$ cat src/rtl/read_scheduler.sv
// Drains four 6-entry packet buffers, one read per period: the eligible buffer with the highest
// occupancy wins, and ties go round-robin from the buffer after the last one read.
module read_scheduler #(
   parameter int unsigned READ_PERIOD = 150_000_000,
   parameter int unsigned CNT_W       = 28
) (
   input  logic        clk,
   input  logic        rst,
   input  logic        enable,
   input  logic [17:0] buffer1_i,
   input  logic [17:0] buffer2_i,
   input  logic [17:0] buffer3_i,
   input  logic [17:0] buffer4_i,
   output logic [3:0]  pop,
   output logic        read_valid,
   output logic [3:0]  read_data,
   output logic [7:0]  read_count,
   output logic [1:0]  last_buf
);

   typedef enum logic [1:0] {StWait, StSelect, StPop, StHold} state_e;

   localparam logic [CNT_W-1:0] CntMax = CNT_W'(READ_PERIOD - 1);

   state_e           state_q, state_d;
   logic [CNT_W-1:0] cnt_q, cnt_d;
   logic             tick_q, tick_d;
   logic [3:0]       pop_q, pop_d;
   logic             rv_q, rv_d;
   logic [3:0]       data_q, data_d;
   logic [7:0]       count_q, count_d;
   logic [1:0]       last_q, last_d;

   logic [3:0][17:0] bufs;
   logic [2:0]       occ [4];
   logic             sel_found;
   logic [1:0]       sel_idx;
   logic [2:0]       sel_occ;
   logic [1:0]       rr_idx;
   logic [1:0]       sel_pay;

   assign bufs = {buffer4_i, buffer3_i, buffer2_i, buffer1_i};

   always_comb begin
      for (int k = 0; k < 4; k++) begin
         occ[k] = '0;
         for (int i = 0; i < 6; i++) begin
            occ[k] = occ[k] + 3'(bufs[k][3*i]);
         end
      end
   end

   // Scan in round-robin order; strict '>' keeps the earliest buffer on an occupancy tie.
   always_comb begin
      sel_found = 1'b0;
      sel_idx   = last_q;
      sel_occ   = '0;
      rr_idx    = '0;
      for (int off = 1; off <= 4; off++) begin
         rr_idx = last_q + 2'(off);
         if (bufs[rr_idx][0] && (!sel_found || occ[rr_idx] > sel_occ)) begin
            sel_found = 1'b1;
            sel_idx   = rr_idx;
            sel_occ   = occ[rr_idx];
         end
      end
   end

   assign sel_pay = bufs[sel_idx][2:1];

   always_comb begin
      tick_d = enable && (cnt_q == CntMax);
      cnt_d  = cnt_q;
      if (enable) begin
         cnt_d = (cnt_q == CntMax) ? '0 : cnt_q + 1'b1;
      end
   end

   always_comb begin
      state_d = state_q;
      pop_d   = '0;
      rv_d    = 1'b0;
      data_d  = data_q;
      count_d = count_q;
      last_d  = last_q;
      unique case (state_q)
         StWait: begin
            if (tick_q) state_d = StSelect;
         end
         StSelect: begin
            if (sel_found) begin
               state_d = StPop;
               pop_d   = 4'b0001 << sel_idx;
               rv_d    = 1'b1;
               data_d  = {sel_idx, sel_pay};
               count_d = count_q + 8'd1;
               last_d  = sel_idx;
            end else begin
               state_d = StWait;
            end
         end
         StPop:   state_d = StHold;
         StHold:  state_d = StWait;
         default: state_d = StWait;
      endcase
   end

   always_ff @(posedge clk) begin
      if (rst) begin
         state_q <= StWait;
         cnt_q   <= '0;
         tick_q  <= 1'b0;
         pop_q   <= '0;
         rv_q    <= 1'b0;
         data_q  <= '0;
         count_q <= '0;
         last_q  <= 2'd3;
      end else begin
         state_q <= state_d;
         cnt_q   <= cnt_d;
         tick_q  <= tick_d;
         pop_q   <= pop_d;
         rv_q    <= rv_d;
         data_q  <= data_d;
         count_q <= count_d;
         last_q  <= last_d;
      end
   end

   assign pop        = pop_q;
   assign read_valid = rv_q;
   assign read_data  = data_q;
   assign read_count = count_q;
   assign last_buf   = last_q;

endmodule

$ cat config.mk
export PLATFORM = sky130hd
export DESIGN_NAME = read_scheduler
export DESIGN_NICKNAME = d
export VERILOG_FILES = /design/src/rtl/read_scheduler.sv
export SDC_FILE = /design/constraint.sdc
export NUM_CORES = 1
export LEC_CHECK = 0
export ABC_AREA = 1
export ABC_CLOCK_PERIOD_IN_PS = 6400
export CAP_MARGIN = 30
export CORE_MARGIN = 5
export CORE_UTILIZATION = 45
export DETAILED_ROUTE_END_ITERATION = 8
export MAX_ROUTING_LAYER = met4
export PLACE_DENSITY_LB_ADDON = 0.25
export SKIP_CTS_REPAIR_TIMING = 1
export SYNTH_ARGS = -nofsm -noshare
export SYNTH_HDL_FRONTEND = slang
export SYNTH_SLANG_ARGS = --single-unit
$ cat constraint.sdc
create_clock -name clk -period 6.4 [get_ports clk]
set_input_delay 1.28 -clock clk [delete_from_list [all_inputs] [get_ports clk]]
set_output_delay 1.28 -clock clk [all_outputs]
set_load 0.005 [all_outputs]
## Yosys cells after proc, flatten, opt, wreduce, memory -nomap -nowiden

Cells that the tools add are included.

| word-level totals | value |
|---|---|
| register bits | 50 |
| latch bits | 0 |
| bits in writable memories | 0 |
| memory bits (read-only) | 0 |
| input port bits | 75 |
| output and inout bits | 19 |
| word-level logic and storage cells | 109 |
| memories | 0 |

| operators by class | value |
|---|---|
| add/sub/neg operators | 25 |
| $mul | 0 |
| divide/modulo/power cells | 0 |
| magnitude comparators | 12 |
| equal/unequal tests | 5 |
| shifts and indexed selects | 1 |
| mux-type cells | 38 |
| bitwise operators | 6 |
| reduce and logical (&&, ||, !) cells | 14 |

Operator list:

| cell | count |
|---|---|
| $bmux 18 s2 | 5 |
| $add 3x1->3 | 12 |
| $mux 3 | 12 |
| $add 28x1->28 const B | 1 |
| $eq 28x28->1 const B | 1 |
| $mux 28 | 1 |
| $bmux 3 s2 | 4 |
| $lt 2x3->1 const B | 5 |
| $add 2x1->3 | 4 |
| $ge 3x3->1 const B | 4 |
| $mux 2 | 6 |
| $not 2->3 | 4 |
| $gt 3x3->1 | 3 |
| $mux 1 | 9 |
| $add 1x1->2 | 4 |
| $add 8x1->8 const B | 1 |
| $pmux 2 s4 | 1 |
| $add 2x2->2 const B | 2 |
| $eq 2x2->1 const B | 2 |
| $logic_and 1x1->1 | 4 |
| $shl 1x2->4 const A | 1 |
| $logic_not 1->1 | 3 |
| $logic_or 1x1->1 | 3 |
| $reduce_or 3->1 | 1 |
| 7 further kinds | 8 |

## Logic depth before layout (Yosys ltp)

| logic depth | value |
|---|---|
| word-level depth | 23 |
| depth in mapped cells | 42 |
| mapped depth without buffers | 42 |

## Worst setup path after synthesis

No wires, ideal clock.

| path | value |
|---|---|
| path type | in2reg |
| start | input port buffer3_i[0] |
| end | register data_q[0], in the netlist read_data[0] |
| setup time | 0.109 ns |
| arrival time | 6.193 ns |
| data required time | 6.291 ns |
| slack | 0.099 ns |
| stages | 41 |
| path buffers | 0 |
| path through | fa_1 -> inv_1 -> fa_1 -> inv_1 -> ha_1 -> fa_1 -> inv_1 -> o21ai_0 -> inv_1 -> o21ai_0 -> ha_1 -> nand3b_1 -> nand2_1 -> nand2_1 -> nand2_2 -> nand2_2 -> nand3_1 -> nand2_1 -> [... 5 more ...] -> nand2_2 -> nand2_4 -> nand2_1 -> o21ai_0 -> ha_1 -> nand2_1 -> o21ai_0 -> nand2_1 -> nand2_1 -> nand2_2 -> nand2_1 -> nand2_2 -> nand2_4 -> nand2_1 -> nand3_1 -> nand3_1 -> nand2_1 -> inv_1 |

| between the ends | value |
|---|---|
| word-level cells in the longest chain between the ends | 23 |
| elaborated cells on any way between the ends | 51 |
| classes of those cells | add/sub (5); order compare (3); mux (33); reduce/logical (10) |

RTL lines:

| element | RTL line | RTL |
|---|---|---|
| from (decl) | 12 | `input logic [17:0] buffer3_i,` |
| $add 1x1->2 | 48 | `occ[k] = occ[k] + 3'(bufs[k][3*i]);` |
| $add 2x1->3 | 48 |  |
| $add 3x1->3 (3 in a row) | 48 |  |
| $bmux 3 s2 | 64 | `sel_occ = occ[rr_idx];` |
| $mux 3 (not written as such) (2 in a row) | 64 |  |
| $mux 3 | 61 | `if (bufs[rr_idx][0] && (!sel_found \|\| occ[rr_idx] > sel_occ)) begin` |
| $gt 3x3->1 | 61 |  |
| $logic_or 1x1->1 | 61 |  |
| [... 4 more ...] | -- |  |
| $logic_and 1x1->1 | 61 |  |
| $mux 3 or $mux 1 (tied branches) | 61 |  |
| $gt 3x3->1 or $logic_not 1->1 (tied branches) | 61 |  |
| $logic_or 1x1->1 | 61 |  |
| $logic_and 1x1->1 | 61 |  |
| $mux 2 | 61 |  |
| $bmux 18 s2 | 69 | `assign sel_pay = bufs[sel_idx][2:1];` |
| $mux 3 (not written as such) | 69 |  |
| to (signal assigned) | 124 | `data_q <= data_d;` |
| to (decl) | 30 | `logic [3:0] data_q, data_d;` |

Parallel ways exist; a longest one is shown, timed or not. The select of a mux whose other input is x is not followed.
A chain may end at the register's enable or synchronous reset.

## Final worst setup path

| path | value |
|---|---|
| start | input port buffer2_i[0] |
| end | register data_q[0], in the netlist read_data[0] |

| between the ends | value |
|---|---|
| word-level cells in the longest chain between the ends | 23 |
| elaborated cells on any way between the ends | 51 |
| classes of those cells | add/sub (5); order compare (3); mux (33); reduce/logical (10) |

RTL lines:

| element | RTL line | RTL |
|---|---|---|
| from (decl) | 11 | `input logic [17:0] buffer2_i,` |
| $add 1x1->2 | 48 |  |
| $add 2x1->3 | 48 |  |
| $add 3x1->3 (3 in a row) | 48 |  |
| $bmux 3 s2 | 64 |  |
| $mux 3 (not written as such) (2 in a row) | 64 |  |
| $mux 3 | 61 |  |
| $gt 3x3->1 | 61 |  |
| $logic_or 1x1->1 | 61 |  |
| [... 4 more ...] | -- |  |
| $logic_and 1x1->1 | 61 |  |
| $mux 3 or $mux 1 (tied branches) | 61 |  |
| $gt 3x3->1 or $logic_not 1->1 (tied branches) | 61 |  |
| $logic_or 1x1->1 | 61 |  |
| $logic_and 1x1->1 | 61 |  |
| $mux 2 | 61 |  |
| $bmux 18 s2 | 69 |  |
| $mux 3 (not written as such) | 69 |  |

Parallel ways exist; a longest one is shown, timed or not. The select of a mux whose other input is x is not followed.

==> summary.txt <==
Floorplan
  – Die height: 98.7 um
  – Number of rows created at floorplan: 32
  – Starting utilization of the core area: 0.460
  – Placeable core area: 7690 um2
  – Die Area: 9730 um2
  – Die boundary width: 98.7 um
  – Number of top-level pins: 94

Clocking
  – Clock edge transition at the registers on the reported setup and hold paths: 100 ps
  – Maximum clock path buffer count: 2
  – Number of clock buffers inserted by TritonCTS: 5
  – Number of H-tree levels: 2
  – TritonCTS clock tree: yes
  – Worst-Skew Late Latency: 310 ps
  – Master cell of the clock root buffer: sky130_fd_sc_hd__clkbuf_8
  – Count of clock tree sinks: 50

GRT
  – Congestion Overflow GR: 0
  – Largest net degree at the start of global routing: 19
  – Wire length of the first global-routing pass: 13,700 um
  – Antenna violations before repair: 0
  – Global-route total usage across every layer: 0.170
  – Via count of the first global-routing pass: 3,280

Place
  – Setup slack after placement: -1030 ps
  – GP Congestion: 0.901
  – DP Wirelength: 6370 um
  – Number of I/O port buffers: 53

Logic synthesis
  – Largest cells by area after synthesis: sky130_fd_sc_hd__dfxtp_1 28%, sky130_fd_sc_hd__nand2_1 14%, sky130_fd_sc_hd__inv_1 9.2%
  – Cell area after technology mapping: 3540 um2
  – Register bit total from synthesis: 50
  – Sequential element share of the synthesized area: 0.283
  – Netlist cell types: 36
  – Top cell types by occurrence after synthesis: 129 x sky130_fd_sc_hd__nand2_1, 87 x sky130_fd_sc_hd__inv_1, 56 x sky130_fd_sc_hd__nor2_1
  – Gate Count Post-Synth: 529
  – Number of synthesized flops with an enable pin: 0
  – Syn Area/Cell: 6.69 um2
  – Biggest area consumer among synthesized cells: sky130_fd_sc_hd__dfxtp_1
  – Share of the synthesized area in the top cell type: 0.283
  – Async set-reset flop share out of synthesis: 0
  – Yosys warns: 0
  – Most common cell in the netlist: sky130_fd_sc_hd__nand2_1
  – Most used DFF post-synth: sky130_fd_sc_hd__dfxtp_1
  – Number of nets produced by synthesis: 631

Worst setup path
  – Worst R2R End: read_data[0]
  – Data required time of the critical path: 6620 ps
  – End point of the critical path: read_data[0]
  – Startpoint of the most critical setup path: buffer2_i[0]
  – Type of destination of the critical path: register
  – CP peak stage delay: 530 ps
  – Critical-path maximum fanout: 6
  – Kind of critical path: primary input to register
  – Reg-to-reg startpoint: last_buf[1]
  – Reg2reg path depth: 35
  – Register-to-register setup slack: 1480 ps
  – Data arrival time of the critical path: 6730 ps
  – Startpoint kind of the worst setup timing path: primary input
  – Slowest cell on crit path: sky130_fd_sc_hd__fa_1

STA
  – Post-route fraction of the period consumed by the critical path: 1.02
  – Number of failing setup endpoints in the final timing report: 9
  – Number of hold violations in the final report: 0
  – Final worst setup slack: -110 ps
  – Count of final max-slew check failures: 0
  – Layout Skew: 11.6 ps
  – Worst rel slew slack: 0.528
  – Max Clock Freq: 0.154 GHz
  – Tmin final: 6510 ps
  – Unrepaired setup endpoints after global routing: true
  – Actual transition at the worst max-transition pin: 707 ps

Drt
  – WL final: 8360 um
  – Routed via count divided by cell count: 4.91
  – Met3 WL: 312 um
  – Pre-antenna DRT Iters: 4
  – Routed len/inst: 11.9 um
  – Iter 0 DRT Violations: 173
  – Antenna-violating nets left: 0
  – Routed length on met1: 3600 um
  – Met2 wire len: 4310 um
  – Via count: 3,462
  – Top routing layer used: met4
  – Post-route DRC violation count: 0

Power and ir drop
  – Static Leak: 0.00207 uW
  – Total chip power: 998 uW
  – Power per cell area: 215 nW/um2
  – Max VDD drop: 121 uV

Finish
  – Fill cell instance count of the final layout: 723
  – Area Growth Syn to Fin: 30.9%
  – Core occupancy in the finished layout: 0.602
  – Share of cells above drive strength 1: 0.199
  – Ant diodes: 0
  – Net count, final: 704

Status
  – Status: finished, violations left
  – Violations in the final reports: negative setup slack

Hold path
  – Type of the worst min-delay path: register to register

Job
  – Reported max-cap violation count: 0
[placed cells by master, fill, tap and decap left out, drive strengths merged, types with 12 or more instances in the layout]
| cell type | count |
|---|---|
| fa | 12 |
| clkdlybuf4s50 | 41 |
| dfxtp | 50 |
| nand2 | 148 |
| inv | 96 |
| nor3 | 21 |
| a21oi | 17 |
| nor2 | 60 |
| buf | 22 |
| o21ai | 39 |
| nand3 | 28 |
| ha | 15 |
[worst max-delay path: cells and delay by family]
family                     cells  cell delay, ps
adders and majority gates      7            2530
and+or+nand+nor               22            1810
AOI/OAI and AO/OA              6             810
buffers and inverters          5             270
[kinds of logic (layout without fill, tap and decap cells)]
logic type | after synthesis | after routing | share of synthesized area
xor+xnor | 5 | 5 | 0.0124
compound gates | 65 | 65 | 0.0976
simple gates | 278 | 278 | 0.370
flops | 50 | 50 | 0.283
buf+inv | 104 | 178 | 0.116
fa+ha+maj | 27 | 27 | 0.121
[state kept, by name, indices dropped and copies added (netlist names), named ones only]
name	cells
read_data	4
pop	4
read_valid	1
last_buf	2
state_q	1
read_count	8
tick_q	1
cnt_q	28
[per-stage QoR]
step | area (um2) | hold WS [ps] | std cells | TNS (ps)
3_5_place_dp | 4250 | 426 | 689 | -9240
3_3_place_gp | 4250 | 418 | 689 | -8450
4_1_cts | 4340 | 440 | 697 | -6040
2_1_floorplan | 3540 | 412 | 529 | 0
6_report | 4630 | 436 | 705 | -559
5_1_grt | 4630 | 470 | 705 | -3470
[worst min-delay path by stage]
stage / startpoint / to / slack, ps / cells after the start
2_1_floorplan: tick_q / state_q[0] / 410 / 2
3_3_place_gp: tick_q / state_q[0] / 420 / 2
3_5_place_dp: tick_q / state_q[0] / 430 / 2
4_1_cts: tick_q / state_q[0] / 440 / 2
5_1_grt: tick_q / state_q[0] / 470 / 2
6_report: tick_q / state_q[0] / 440 / 2
[final cells by class]
class	instances	area (um2)	area share
tap	102	128	0.0276
inverter	96	365	0.0789
sequential	50	1000	0.216
timing repair buffer	74	698	0.151
multi-input combinational	375	2350	0.507
clock inverter	3	21.3	0.00459
clock buffer	5	68.8	0.0149
[power breakdown]
part | switching, uW | total, uW | internal [uW] | leakage, uW
logic | 279 | 503 | 224 | 0.00162
registers | 0.944 | 313 | 312 | 0.000403
clock network | 105 | 182 | 76.9 | 0.0000441
total | 385 | 998 | 613 | 0.00207
[metal layers]
metal | global-route usage | up-vias
met5 | - | -
met4 | 0.0525 | 0
met3 | 0.0333 | 17
met2 | 0.289 | 62
met1 | 0.205 | 1575
li1 | - | 1808
(Power assumes the default switching activity.)
